**config.mk**
```make
export PLATFORM = sky130hd
export DESIGN_NAME = lpc_host_io
export DESIGN_NICKNAME = d
export VERILOG_FILES = /design/src/rtl/lpc_host_io.sv
export SDC_FILE = /design/constraint.sdc
export NUM_CORES = 1
export LEC_CHECK = 0
export CORE_ASPECT_RATIO = 2
export CORE_MARGIN = 8
export CORE_UTILIZATION = 25
export CTS_BUF_LIST = sky130_fd_sc_hd__clkbuf_8
export DETAILED_ROUTE_END_ITERATION = 10
export HOLD_SLACK_MARGIN = 0.12
export PLACE_DENSITY_LB_ADDON = 0.2
export SLEW_MARGIN = 20
export SYNTH_ARGS = -nofsm -noshare
export SYNTH_HDL_FRONTEND = slang
export SYNTH_SLANG_ARGS = --single-unit
```
**constraint.sdc**
```tcl
create_clock -name lclk -period 5.8 [get_ports lclk]
set_input_delay 1.16 -clock lclk [delete_from_list [all_inputs] [get_ports lclk]]
set_output_delay 1.16 -clock lclk [all_outputs]
set_load 0.005 [all_outputs]
```
**src/rtl/lpc_host_io.sv**
```systemverilog
// LPC host for single-byte I/O read/write cycles: serialises START/CYCTYPE/ADDR/DATA/TAR,
// decodes the target's SYNC (ready, short/long wait, error), and aborts on timeout.
module lpc_host_io #(
  parameter int unsigned SYNC_TIMEOUT = 3,
  parameter int unsigned LWAIT_MAX    = 1024
) (
  input  logic        lclk,
  input  logic        lreset_n,
  input  logic        req,
  input  logic        we,
  input  logic [15:0] addr,
  input  logic [7:0]  wdata,
  output logic        busy,
  output logic        done,
  output logic        err,
  output logic [7:0]  rdata,
  output logic        lframe_n,
  output logic [3:0]  lad_out,
  output logic        lad_oe,
  input  logic [3:0]  lad_in
);

  localparam int unsigned TO_W = $clog2(SYNC_TIMEOUT + 1);
  localparam int unsigned LW_W = $clog2(LWAIT_MAX + 1);

  localparam logic [3:0] SYNC_READY = 4'b0000;
  localparam logic [3:0] SYNC_SHORT = 4'b0101;
  localparam logic [3:0] SYNC_LONG  = 4'b0110;
  localparam logic [3:0] SYNC_ERROR = 4'b1010;

  // Each state names the action taken at the clock edge where it is current.
  typedef enum logic [3:0] {
    S_IDLE, S_START, S_CYCTYPE, S_ADDR, S_WDATA, S_TAR1, S_TAR2,
    S_SYNC, S_RDATA, S_PTAR, S_ABORT, S_ABORT_END, S_DONE
  } state_t;

  state_t          state_q, state_d;
  logic [1:0]      cnt_q, cnt_d;
  logic [TO_W-1:0] to_q, to_d;
  logic [LW_W-1:0] lw_q, lw_d;
  logic            we_q, we_d;
  logic [15:0]     addr_q, addr_d;
  logic [7:0]      wdata_q, wdata_d;
  logic [7:0]      rbuf_q, rbuf_d;
  logic            serr_q, serr_d;
  logic            abort_q, abort_d;
  logic            busy_d, done_d, err_d, lframe_n_d, lad_oe_d;
  logic [7:0]      rdata_d;
  logic [3:0]      lad_out_d;

  always_ff @(posedge lclk or negedge lreset_n) begin
    if (!lreset_n) begin
      state_q  <= S_IDLE;
      cnt_q    <= 2'd0;
      to_q     <= '0;
      lw_q     <= '0;
      we_q     <= 1'b0;
      addr_q   <= 16'h0000;
      wdata_q  <= 8'h00;
      rbuf_q   <= 8'h00;
      serr_q   <= 1'b0;
      abort_q  <= 1'b0;
      busy     <= 1'b0;
      done     <= 1'b0;
      err      <= 1'b0;
      rdata    <= 8'h00;
      lframe_n <= 1'b1;
      lad_out  <= 4'hF;
      lad_oe   <= 1'b0;
    end else begin
      state_q  <= state_d;
      cnt_q    <= cnt_d;
      to_q     <= to_d;
      lw_q     <= lw_d;
      we_q     <= we_d;
      addr_q   <= addr_d;
      wdata_q  <= wdata_d;
      rbuf_q   <= rbuf_d;
      serr_q   <= serr_d;
      abort_q  <= abort_d;
      busy     <= busy_d;
      done     <= done_d;
      err      <= err_d;
      rdata    <= rdata_d;
      lframe_n <= lframe_n_d;
      lad_out  <= lad_out_d;
      lad_oe   <= lad_oe_d;
    end
  end

  always_comb begin
    state_d    = state_q;
    cnt_d      = cnt_q;
    to_d       = to_q;
    lw_d       = lw_q;
    we_d       = we_q;
    addr_d     = addr_q;
    wdata_d    = wdata_q;
    rbuf_d     = rbuf_q;
    serr_d     = serr_q;
    abort_d    = abort_q;
    busy_d     = busy;
    done_d     = 1'b0;
    err_d      = err;
    rdata_d    = rdata;
    lframe_n_d = 1'b1;
    lad_out_d  = 4'hF;
    lad_oe_d   = 1'b0;

    case (state_q)
      S_IDLE: begin
        if (req) begin
          we_d    = we;
          addr_d  = addr;
          wdata_d = wdata;
          cnt_d   = 2'd0;
          to_d    = '0;
          lw_d    = '0;
          serr_d  = 1'b0;
          abort_d = 1'b0;
          busy_d  = 1'b1;
          state_d = S_START;
        end
      end
      S_START: begin
        lframe_n_d = 1'b0;
        lad_out_d  = 4'h0;
        lad_oe_d   = 1'b1;
        state_d    = S_CYCTYPE;
      end
      S_CYCTYPE: begin
        lad_out_d = we_q ? 4'b0010 : 4'b0000;
        lad_oe_d  = 1'b1;
        cnt_d     = 2'd0;
        state_d   = S_ADDR;
      end
      S_ADDR: begin
        lad_oe_d = 1'b1;
        case (cnt_q)
          2'd0:    lad_out_d = addr_q[15:12];
          2'd1:    lad_out_d = addr_q[11:8];
          2'd2:    lad_out_d = addr_q[7:4];
          default: lad_out_d = addr_q[3:0];
        endcase
        cnt_d = cnt_q + 2'd1;
        if (cnt_q == 2'd3) begin
          cnt_d   = 2'd0;
          state_d = we_q ? S_WDATA : S_TAR1;
        end
      end
      S_WDATA: begin
        lad_oe_d  = 1'b1;
        lad_out_d = (cnt_q == 2'd0) ? wdata_q[3:0] : wdata_q[7:4];
        cnt_d     = cnt_q + 2'd1;
        if (cnt_q == 2'd1) begin
          cnt_d   = 2'd0;
          state_d = S_TAR1;
        end
      end
      S_TAR1: begin
        lad_oe_d = 1'b1;
        state_d  = S_TAR2;
      end
      S_TAR2: state_d = S_SYNC;
      S_SYNC: begin
        // Short waits stall without counting; only invalid nibbles feed the timeout.
        case (lad_in)
          SYNC_READY, SYNC_ERROR: begin
            to_d    = '0;
            lw_d    = '0;
            serr_d  = (lad_in == SYNC_ERROR);
            cnt_d   = 2'd0;
            state_d = we_q ? S_PTAR : S_RDATA;
          end
          SYNC_SHORT: state_d = S_SYNC;
          SYNC_LONG: begin
            if (lw_q == LW_W'(LWAIT_MAX - 1)) begin
              cnt_d   = 2'd0;
              state_d = S_ABORT;
            end else begin
              lw_d = lw_q + LW_W'(1);
            end
          end
          default: begin
            if (to_q == TO_W'(SYNC_TIMEOUT - 1)) begin
              cnt_d   = 2'd0;
              state_d = S_ABORT;
            end else begin
              to_d = to_q + TO_W'(1);
            end
          end
        endcase
      end
      S_RDATA: begin
        if (cnt_q == 2'd0) begin
          rbuf_d[3:0] = lad_in;
          cnt_d       = 2'd1;
        end else begin
          rbuf_d[7:4] = lad_in;
          cnt_d       = 2'd0;
          state_d     = S_PTAR;
        end
      end
      S_PTAR: begin
        cnt_d = cnt_q + 2'd1;
        if (cnt_q == 2'd1) begin
          cnt_d   = 2'd0;
          state_d = S_DONE;
        end
      end
      S_ABORT: begin
        lframe_n_d = 1'b0;
        lad_oe_d   = 1'b1;
        abort_d    = 1'b1;
        cnt_d      = cnt_q + 2'd1;
        if (cnt_q == 2'd3) begin
          cnt_d   = 2'd0;
          state_d = S_ABORT_END;
        end
      end
      S_ABORT_END: state_d = S_DONE;
      S_DONE: begin
        done_d = 1'b1;
        busy_d = 1'b0;
        err_d  = serr_q | abort_q;
        if (!we_q) rdata_d = abort_q ? 8'hFF : rbuf_q;
        state_d = S_IDLE;
      end
      default: state_d = S_IDLE;
    endcase
  end

endmodule

```
==> flow_summary.yaml <==
placed_design:
  port_buffers: 48
  placed_cell_area_um2: 4230
  gp_congestion: 0.750
  hpwl_um: 6130
  dp_worst_setup_slack_ns: 2.33
  dp.cells: 565
route:
  ant_nets: 0
  drc_errors: 0
  wl_um: 8830
  firstDrtPassIters: 4
  routed_via_density: 4.62
  wl_per_cell_um: 15.2
  drt-initial-drc-count: 137
  route.vias.total: 2683
floorplanning:
  initial_core_util_pct: 25.4
  die_h_um: 186
  pin_count: 49
  fp-row-count: 62
  core_um2: 14200
  die_area_um2: 18700
  die_x_um: 101
sta:
  worstMarginPinSlew_ns: 0.883
  max_freq_mhz: 320
  layout_min_cycle_time_ns: 3.13
  rsz0062_at_grt: "no"
  setup_tns_ns: 0
  worst_slack_ns: 2.67
  maxSlewHeadroom_pct: 40.6
  finalClockSkew_ns: 0.0116
  slew_violations: 0
  fin_crit_sh_pct: 53.9
  hold_violations: 0
  finalSetupViolations: 0
cts:
  cts-htree-levels: 3
  cts_tree: "done"
  cts.clk_slew.worst_paths_ns: 0.08
  clockBufferDepth: 2
  clockRootBuffer: "clkbuf_8"
  cts_hold_buf: 0
  postCtsSetupRepairBufs: 0
  cts_buffers: 9
  clock_sinks: 71
  clock_latency_ns: 0.36
  cts_resized: 0
critical_path:
  r2r-end: "state_q[0]"
  crit_slowest_cell: "nor4bb_1"
  start_kind: "primary input"
  slowest_delay_ns: 0.71
  critPathTopFamily: "simple AND/OR/NAND/NOR gates"
  endpoint_kind: "register"
  path_buf_inv: 1
  crit_path_max_fanout: 11
  r2r_setup_slack_ns: 3.35
  required_ns: 6.03
  rr_worst_depth: 5
  crit_chain: "clkdlybuf4s50_1 > nor4bb_1 > nor2_1 > a22oi_4 > o211ai_4 > mux2_4"
  critPathArrivalTime_ns: 3.36
  r2r_start: "state_q[2]"
  criticalPathCategory: "in -> reg"
cells_and_area:
  nets: 422
  final_cell_mix: "dfrtp_1, clkdlybuf4s50_1, mux2_2, nand2_1"
  syn2layout_area_growth_pct: 24.3
  drive_gt1_share_pct: 16.5
  antenna_cells: 0
  instances_no_fill: 581
  fin_util_pct: 31.5
  design_area_um2: 4480
  layout_commonest_cell: "dfrtp_1"
min_path:
  whs_endpoint: "rdata[3]"
  min_path_cells: 2
  hold_path.startpoint: "rdata[3]"
  hold_class: "reg -> reg"
logic_synthesis:
  synthDistinctLibCells: 57
  yosys.area.top_type: "dfrtp_1"
  syn_nets: 384
  avgSynthCellArea_um2: 10.4
  synth_seq_area_share_pct: 49.5
  synth_edf_count: 0
  synth_area_leaders: "dfrtp_1, mux2_2, o21ai_0, dfstp_2, nand2_1"
  synth-main-ff-cell: "dfrtp_1"
  netlist_area_um2: 3600
  synth_top_area_share_pct: 45.8
  synth_cells: 346
  synth_seq_cells: 71
  ys_warn_count: 0
  synthArstFlopShare_pct: 100
global_route:
  grt_max_degree: 43
  track_usage_pct: 10.2
  antenna_found_initial: 0
  grt_pass1_wl_um: 14900
  gr-total-overflow: 0
  grt_pass1_vias: 2859
power:
  ir_drop_uv: 208
  leakage_nw: 1.86
  power_density_nw_per_um2: 490
flow_run:
  cap_violations: 0
outcome:
  status: "finished clean"
==> cell families after synthesis <==
logic type	count (synthesis)	share of synthesized area (%)
compound gates	82	16.0
xor+xnor	4	0.973
fa+ha+maj	6	2.08
buf+inv	32	3.75
flops	71	49.5
mux	39	12.1
simple gates	112	15.6
==> routing by layer <==
metal / GRT usage [%] / wire length (um) / share of wire, % / vias to the layer above
li1: - / - / - / 1322
met4: 4.21 / 148 / 1.7 / 0
met2: 16.7 / 4330 / 49 / 55
met3: 2.32 / 331 / 3.8 / 11
met5: 0 / 0 / 0 / -
met1: 12.5 / 4010 / 45 / 1295
==> metrics by stage <==
step	hold WS (ns)	total power [mW]
after floorplan	0.451	1.42
after global placement	0.466	1.73
after detailed placement	0.472	1.72
after CTS	0.491	2.23
after global routing	0.514	2.38
final	0.482	2.19
==> report_power, final <==
group / switching [mW] / total, mW / internal (mW)
combinational: 0.360 / 0.803 / 0.443
clock: 0.196 / 0.492 / 0.296
sequential: 0.192 / 0.898 / 0.706
==> worst register-to-register path, cell delays in order (launching register included) <==
cell and delay [ns]:
dfrtp_1 0.84, and4b_1 0.43, and3_1 0.47, a22oi_4 0.16
o211ai_4 0.13, mux2_4 0.31
==> area by class of cell <==
cell class,count,area (um2)
Clock buffer,10,138
Clock inverter,6,109
Fill cell,1456,9720
Inverter,9,33.8
Multi-Input combinational cell,243,1680
Sequential cell,71,1780
Tap cell,192,240
Timing Repair Buffer,50,490
==> cell usage after synthesis (all sizes together) (6+ instances only) <==
| cell | count |
|---|---|
| a21oi | 12 |
| and3 | 6 |
| buf | 12 |
| clkbuf | 11 |
| dfrtp | 66 |
| ha | 6 |
| inv | 9 |
| mux2 | 34 |
| nand2 | 32 |
| nand3 | 8 |
| nor2 | 29 |
| nor3 | 6 |
| o21ai | 29 |
| o31ai | 7 |
==> worst max path at each step <==
| stage | slack, ns | cells after the start | start | endpoint |
|---|---|---|---|---|
| after global routing | 2.59 | 6 | lad_in[3] | state_q[0] |
| after detailed placement | 2.33 | 6 | lad_in[2] | state_q[0] |
| final | 2.67 | 6 | lad_in[3] | state_q[0] |
| after CTS | 2.70 | 6 | lad_in[2] | state_q[0] |
| after global placement | 2.37 | 6 | lad_in[2] | state_q[0] |
| after floorplan | 3.14 | 6 | lad_in[1] | state_q[0] |
==> registers in the layout, summed over array words and instances, names as in the netlist, 2 cells and up <==
signal   flops
to_q         2
addr_q      16
state_q      4
lw_q        11
lad_out      4
wdata_q      8
rdata        8
cnt_q        2
rbuf_q       8
No activity file was read; power rests on OpenSTA's default activity.
